[src/rtl/qspi_ram_responder.sv]
// qspi_ram_responder: quad-mode QSPI PSRAM target with a byte-wide internal memory.
// qspi_clk and qspi_cs_n are oversampled on clk. Reads (0xEB) and writes (0x38)
// use quad transfers for every phase. Any other opcode is ignored and sets bad_cmd.
// Optional macro QSPI_RESP_LATENCY_EN inserts a selectable 0..7 clk output delay
// (latency_cfg) to model board latency.
module qspi_ram_responder #(
    parameter int ADDR_BITS    = 8,
    parameter int DUMMY_CYCLES = 6
) (
    input  logic       clk,
    input  logic       rst,
    input  logic       qspi_clk,
    input  logic       qspi_cs_n,
    input  logic [3:0] qspi_data_in,
    output logic [3:0] qspi_data_out,
    output logic [3:0] qspi_data_oe,
    input  logic [2:0] latency_cfg,
    output logic       busy,
    output logic       bad_cmd
);

    typedef enum logic [2:0] {
        IDLE, CMD, ADDR, DUMMY, READ, WRITE, IGNORE
    } state_t;

    state_t                 state;
    logic                   clk_q;
    logic                   rise, fall;
    logic [3:0]             op_hi;
    logic [2:0]             nib_cnt;
    logic [7:0]             dcnt;
    logic [ADDR_BITS-1:0]   addr;
    logic                   half;
    logic [3:0]             wr_hi;
    logic                   is_read;
    logic [3:0]             core_data;
    logic [3:0]             core_oe;
    logic [7:0]             mem [2**ADDR_BITS];
    logic [7:0]             rd_byte;
    logic                   mem_we;

    assign rise    = qspi_clk & ~clk_q;
    assign fall    = ~qspi_clk & clk_q;
    assign rd_byte = mem[addr];
    assign busy    = (state != IDLE);

    // A byte is committed only on the low-nibble rise; a deselect or reset before
    // then leaves the memory untouched.
    assign mem_we = ~rst & ~qspi_cs_n & (state == WRITE) & rise & half;

    // Memory array, deliberately not reset.
    always_ff @(posedge clk) begin
        if (mem_we)
            mem[addr] <= {wr_hi, qspi_data_in};
    end

    // Transaction FSM: decodes the command, address and dummy phases, serves read
    // nibbles on qspi_clk falls and collects write nibbles on rises.
    always_ff @(posedge clk) begin
        if (rst) begin
            state     <= IDLE;
            clk_q     <= 1'b0;
            op_hi     <= '0;
            nib_cnt   <= '0;
            dcnt      <= '0;
            addr      <= '0;
            half      <= 1'b0;
            wr_hi     <= '0;
            is_read   <= 1'b0;
            core_data <= '0;
            core_oe   <= '0;
            bad_cmd   <= 1'b0;
        end else begin
            clk_q <= qspi_clk;
            if (qspi_cs_n) begin
                // Deselect wins over any simultaneous qspi_clk edge.
                state     <= IDLE;
                nib_cnt   <= '0;
                dcnt      <= '0;
                half      <= 1'b0;
                core_oe   <= '0;
                core_data <= '0;
            end else begin
                case (state)
                    IDLE: begin
                        state   <= CMD;
                        nib_cnt <= '0;
                    end
                    CMD: if (rise) begin
                        op_hi <= qspi_data_in;
                        if (nib_cnt == 3'd1) begin
                            nib_cnt <= '0;
                            case ({op_hi, qspi_data_in})
                                8'hEB: begin is_read <= 1'b1; state <= ADDR; end
                                8'h38: begin is_read <= 1'b0; state <= ADDR; end
                                default: begin bad_cmd <= 1'b1; state <= IGNORE; end
                            endcase
                        end else begin
                            nib_cnt <= nib_cnt + 3'd1;
                        end
                    end
                    ADDR: if (rise) begin
                        // Shifting keeps only the low ADDR_BITS of the 24-bit address.
                        addr <= ADDR_BITS'({addr, qspi_data_in});
                        if (nib_cnt == 3'd5) begin
                            nib_cnt <= '0;
                            half    <= 1'b0;
                            dcnt    <= '0;
                            if (!is_read)
                                state <= WRITE;
                            else if (DUMMY_CYCLES == 0)
                                state <= READ;
                            else
                                state <= DUMMY;
                        end else begin
                            nib_cnt <= nib_cnt + 3'd1;
                        end
                    end
                    DUMMY: if (rise) begin
                        if (dcnt == 8'(DUMMY_CYCLES - 1))
                            state <= READ;
                        else
                            dcnt <= dcnt + 8'd1;
                    end
                    READ: if (fall) begin
                        core_oe   <= 4'hF;
                        core_data <= half ? rd_byte[3:0] : rd_byte[7:4];
                        half      <= ~half;
                        if (half)
                            addr <= addr + ADDR_BITS'(1);
                    end
                    WRITE: if (rise) begin
                        if (half) begin
                            addr <= addr + ADDR_BITS'(1);
                            half <= 1'b0;
                        end else begin
                            wr_hi <= qspi_data_in;
                            half  <= 1'b1;
                        end
                    end
                    IGNORE: ;
                    default: state <= IDLE;
                endcase
            end
        end
    end

`ifdef QSPI_RESP_LATENCY_EN
    logic [7:1][3:0] dly_data;
    logic [7:1][3:0] dly_oe;

    // Output delay line; deselect or reset clears output enable in every stage.
    always_ff @(posedge clk) begin
        if (rst || qspi_cs_n) begin
            dly_data <= '0;
            dly_oe   <= '0;
        end else begin
            dly_data <= {dly_data[6:1], core_data};
            dly_oe   <= {dly_oe[6:1], core_oe};
        end
    end

    // Tap select: 0 bypasses the delay line entirely.
    always_comb begin
        qspi_data_out = core_data;
        qspi_data_oe  = core_oe;
        if (latency_cfg != 3'd0) begin
            qspi_data_out = dly_data[latency_cfg];
            qspi_data_oe  = dly_oe[latency_cfg];
        end
    end
`else
    logic unused_latency_cfg;
    assign unused_latency_cfg = ^latency_cfg;
    assign qspi_data_out      = core_data;
    assign qspi_data_oe       = core_oe;
`endif

endmodule

[config.mk]
export PLATFORM = sky130hd
export DESIGN_NAME = qspi_ram_responder
export DESIGN_NICKNAME = d
export VERILOG_FILES = /design/src/rtl/qspi_ram_responder.sv
export SDC_FILE = /design/constraint.sdc
export NUM_CORES = 2
export LEC_CHECK = 0
export CAP_MARGIN = 40
export CELL_PAD_IN_SITES_DETAIL_PLACEMENT = 2
export CELL_PAD_IN_SITES_GLOBAL_PLACEMENT = 2
export CORE_MARGIN = 5
export CORE_UTILIZATION = 46
export DETAILED_ROUTE_END_ITERATION = 10
export GPL_ROUTABILITY_DRIVEN = 0
export PLACE_DENSITY = 0.73
export SYNTH_ARGS = -nofsm -noshare
export SYNTH_HDL_FRONTEND = slang
export SYNTH_SLANG_ARGS = --single-unit
[constraint.sdc]
create_clock -name clk -period 4.6 [get_ports clk]
set_clock_uncertainty 0.1 [all_clocks]
set_input_delay 0.46 -clock clk [delete_from_list [all_inputs] [get_ports clk]]
set_output_delay 0.46 -clock clk [all_outputs]
set_load 0.05 [all_outputs]
# Yosys cells after proc, flatten, opt, wreduce, memory -nomap -nowiden

Memory sizes are Yosys's and may differ from the RTL's. A register that Yosys moved wholly into a read port is not among the register bits.
Cells that the tools add are included.

Register bits after elaboration: 39
Memory bits (writable): 2048
Input bits: 11
Output and inout port bits: 10
Logic and storage cells: 104
Memories kept: 1

Add/sub/neg operators: 3
Eq/ne operators: 20
Muxes and demuxes: 36
Bitwise logic cells: 13
Reduce and logical (&&, ||, !) cells: 19

Memory list:

| name | words | width | read ports | clocked after memory_dff | write ports | RTL line | RTL |
|---|---|---|---|---|---|---|---|
| mem  | 256   | 8     | 1          | 1                        | 1           | 38       | `logic [7:0] mem [2**ADDR_BITS];` |

Operators with widths:

| cell                                                            | number |
|---|---|
| 8-bit two-way mux                                               | 10 |
| 3-bit two-way mux                                               | 12 |
| 5-bit AND reduction                                             | 5 |
| 8-bit case mux with 3 select lines                              | 1 |
| 2-bit != test, second input constant                            | 9 |
| 8-bit by 1-bit adder with 8-bit output, second input constant   | 2 |
| 8-bit case mux with 2 select lines                              | 1 |
| 3-bit case mux with 5 select lines                              | 1 |
| 3-bit == test, second input constant                            | 4 |
| 3-bit case mux with 3 select lines                              | 1 |
| 3-bit nonzero test                                              | 3 |
| 8-bit by 3-bit == test with 1-bit output, second input constant | 1 |
| 8-bit by 6-bit == test with 1-bit output, second input constant | 1 |
| 8-bit == test, second input constant                            | 1 |
| 1-bit two-way mux                                               | 7 |
| 1-bit inverter                                                  | 7 |
| 7-bit AND reduction                                             | 1 |
| 1-bit AND                                                       | 6 |
| 3-bit by 1-bit == test with 1-bit output, second input constant | 2 |
| 3-bit by 2-bit == test with 1-bit output, second input constant | 2 |
| 3-bit AND reduction                                             | 2 |
| 4-bit two-way mux                                               | 1 |
| 4-bit AND reduction                                             | 1 |
| 2-bit nonzero test                                              | 2 |
| 7 further kinds                                                 | 8 |

# Logic depth before layout (Yosys ltp)

Depth after elaboration: 7
Depth in mapped cells: 14
Gate-level depth less buffers: 9

# Worst setup path after synthesis

OpenSTA, ideal clock, no wires.

Path kind: register -> register
Start: register wr_hi[0]
End: memory mem[0][4] (data pin)
Library setup time: 0.856 ns
Data arrival time: 3.397 ns
Data required time: 3.644 ns
Slack: 0.247 ns
Stages on the path, launching flop included: 1
Path buffers: 0
Period minus slack after synthesis: 4.353 ns
Path through: dfxtp_1

RTL lines:

| what                   | RTL line | RTL |
|---|---|---|
| start, declared        | 34       | `logic [3:0] wr_hi;` |
| start signal, assigned | 137      | `wr_hi <= qspi_data_in;` |
| end, declared          | 38       |  |

No word-level cell before the write port.

==> metrics.md <==
| Metric | Value |
|---|---|
| Status | `completed` |
| Die Span Y | `around 430 um` |
| FFs w/ async S/R, synth | `0%` |
| Max Slew Vio Count | `0` |
| WS Path Type | `reg -> reg` |
| Initial antenna violation count | `10` |
| DR vias | `between 40000 and 50000` |
| Seq cells post-synth | `roughly 2100` |
| Post-Route Utilization | `between 50% and 60%` |
| R2r setup slk | `about 0.40 ns` |
| Starting Density | `about 46%` |
| RSZ-0062 raised after global routing | `no` |
| Wire length per cell | `43.8 um` |
| Most common flop cell mapped by yosys | `edfxtp_1` |
| Mapped Cells | `4046` |
| Synth area leader | `edfxtp_1` |
| Worst Hold End | `mem[81][0]` |
| Worst skew pair latency | `0.88 ns` |
| Post-CTS sizing | `0` |
| Max-slew headroom | `27.8%` |
| Crit share post-route | `91.4%` |
| Cell Count, Final, Fillers Out | `between 7000 and 8000` |
| WHS | `0.126 ns` |
| MaxCap Viol Count | `0` |
| Core area | `0.178 mm^2` |
| FF-to-FF path depth | `10` |
| Power Total | `between 30 and 40 mW` |
| Top post-synthesis cells by count | `edfxtp_1 (2048), mux4_2 (495), nor2_1 (354)` |
| CP max stage cell | `dfxtp_4` |
| Pwr/cell area | `around 420 mW/mm^2` |
| Reg clk slew, reported paths | `0.07 ns` |
| Crit-path max FO | `26` |
| Yosys cell types | `73` |
| 1st-iter DRT viols | `roughly 7300` |
| Layout cells sized above 1 | `27.8%` |
| Worst Path Arrival | `4.84 ns` |
| Delay-heaviest family, CP | `compound AO/OA/AOI/OAI gates` |
| P&R area growth vs syn | `15.4%` |
| Area share of the largest cell type after synthesis | `around three quarters` |
| Post-synth EDFFs | `a little over 2000` |
| Largest net degree at the start of global routing | `~180` |
| Maximum VDD drop | `411 uV` |
| Residual DRC | `0` |
| Most frequent cell after synthesis | `edfxtp_1` |
| F_max | `between 0.2 and 0.25 GHz` |
| Number of global-route vias before repair | `between 50000 and 60000` |
| DP HPWL | `approximately 180 mm` |
| Slew of the pin with the lowest slew margin | `between 1 and 1.5 ns` |
| Avg Cell Area, Syn | `20.3 um^2` |
| Reg2reg end | `qspi_data_out[2]` |
| CTS sink cnt | `roughly 2100` |
| Routed WL | `308 mm` |
| TritonCTS clock tree | `built` |
| # rows | `around 160` |
| Final hold vios | `0` |
| # H-tree levels | `4` |
| Worst Path Required | `about 5.2 ns` |
| CP Capture Type | `flop` |
| Register area share after synthesis | `76.1%` |
| Placed cell count | `6635` |
| Port-buffer cells | `17` |
| Hold Path Stages | `1` |
| Most frequent CP cell | `buf_4` |
| Synth top area cells | `edfxtp_1 (75%), mux4_2 (14%), nor2_1 (1.6%)` |
| YS warnings | `0` |
| Min cycle time layout | `~4.2 ns` |
| Via-to-Cell Ratio | `6.74` |
| Critical path buffers and inverters | `3` |
| Min-delay src | `qspi_data_in[0]` |
| Critical Path, Cell by Cell | `buf_12, buf_4, mux2i_1, o22ai_1, o41ai_1, a2111oi_0, buf_4, and3_1, o311ai_1, nand3_1` |
| Leak | `between 20 and 30 nW` |
| Hold Path Class | `in -> reg` |
| Final layout net count | `approximately 4500` |
| IO Count | `21` |
| CP Launch Type | `flop` |
| Antenna viol nets, final | `0` |
| CP max stage delay | `a little under 0.9 ns` |
| CTS buffer count | `around 220` |
| Max clock buf depth | `3` |
| Final setup violating endpoints | `0` |
| Total Routing Usage GR | `between 30% and 40%` |
| Root Buffer | `clkbuf_16` |
| Total gr overflow | `0` |
| Setup Fix Bufs, Post-CTS | `0` |
| Die W | `roughly 430 um` |
| Die Area | `0.187 mm^2` |
| Post-Syn Nets | `4063` |
| Wire length of the first global-routing pass | `around 430 mm` |
| Setup TNS Final | `0 ns` |
| Mapped cell area | `approximately 0.082 mm^2` |
| Drt first pass iters | `8` |
==> flip-flops by register name, indices dropped and copies added (netlist names), named ones only <==
name,count
clk_q,1
nib_cnt,3
is_read,1
bad_cmd,1
wr_hi,4
addr,8
half,1
qspi_data_oe,1
state,3
mem,2048
op_hi,4
dcnt,8
qspi_data_out,4
==> kinds of logic (layout without fill, tap and decap cells) <==
group           after synthesis  count (layout)  share of synthesized area [%]
other cells                   0               9                              0
compound gates              305             305                           2.57
mux                         627             627                           15.3
fa+ha+maj                     7               7                          0.104
xor+xnor                      9               9                         0.0960
simple gates                749             749                           3.95
flops                      2095            2095                           76.1
buf+inv                     254             892                           1.92
==> power breakdown <==
part           switching [mW]  total [mW]  leakage, nW  internal [mW]
Combinational           0.442       0.592         7.16          0.151
Clock                    8.15        18.2         3.39           10.0
Sequential             0.0189        20.8         17.9           20.8
==> through the flow <==
stage                     setup WS [ns]  cell area (um^2)
after global routing              0.363             94700
after detailed placement        -0.0483             87700
after global placement            0.431             87500
final                             0.396             94800
after floorplan                   0.247             82100
after CTS                         0.191             94700
==> cell usage in the layout (no fill, tap or decap), types with 8 or more instances in the layout <==
| master | Yosys | final |
|---|---|---|
| dfxtp_1 | 47 | 37 |
| nand4_1 | 14 | 14 |
| buf_4 | 25 | 418 |
| a311oi_1 | 8 | 8 |
| nand3_1 | 54 | 54 |
| nor3_1 | 25 | 25 |
| clkinv_2 | 0 | 40 |
| and2_1 | 10 | 10 |
| nand2_1 | 199 | 190 |
| clkbuf_16 | 0 | 219 |
| nand2b_1 | 14 | 14 |
| a211oi_1 | 13 | 13 |
| clkdlybuf4s50_1 | 0 | 13 |
| nor2_1 | 354 | 352 |
| nor2b_1 | 25 | 23 |
| clkbuf_1 | 102 | 51 |
| a21oi_1 | 53 | 53 |
| nor4_1 | 14 | 14 |
| diode_2 | 0 | 9 |
| edfxtp_1 | 2048 | 2048 |
| buf_12 | 7 | 32 |
| and3_1 | 11 | 11 |
| o221ai_1 | 21 | 21 |
| mux4_2 | 495 | 495 |
| o21ai_0 | 33 | 33 |
| mux2_2 | 9 | 9 |
| a22oi_1 | 46 | 46 |
| dfxtp_4 | 0 | 8 |
| mux2i_1 | 118 | 118 |
| bufinv_16 | 0 | 21 |
| clkinv_1 | 1 | 51 |
| a221oi_1 | 9 | 9 |
| clkbuf_8 | 0 | 11 |
| o22ai_1 | 44 | 44 |
| a31oi_1 | 19 | 19 |
| nand2_2 | 0 | 9 |
==> how the worst max path moves through the flow <==
stage,startpoint,endpoint,slack [ns],cells past startpoint
floorplan,wr_hi[0],mem[0][4],0.25,0
detailed placement,qspi_clk,mem[50][6],-0.05,9
global placement,qspi_clk,mem[30][7],0.43,10
finish,flop,qspi_data_out[2],0.40,10
global route,flop,qspi_data_out[2],0.36,10
CTS,state[0],mem[16][1],0.19,6
==> layout make-up <==
class | count | area, um^2
fillers | 15000 | 83300
clock buffers | 277 | 5770
multi-input cells | 1697 | 18100
inverters | 11 | 42.5
flip-flops and latches | 2095 | 62500
well taps | 2355 | 2950
diodes | 9 | 22.5
clock inverters | 122 | 1150
repair buffers | 482 | 4230
==> repair_timing <==
| item | in CTS | in global routing |
|---|---|---|
| hold buffers | 1 | 0 |
| endpoints found under the setup margin | 0 | 0 |
| endpoints found under the hold margin | 28 | 0 |
==> per-layer routing <==
metal | vias up | routed length, um | GRT usage, %
met5 | - | 46 | 0
met4 | 6 | 16200 | 15.2
met3 | 804 | 28400 | 6.49
met2 | 3431 | 152000 | 54.6
met1 | 25700 | 112000 | 42.8
li1 | 17600 | - | -
Note: power is estimated with default switching activity, not from simulation.
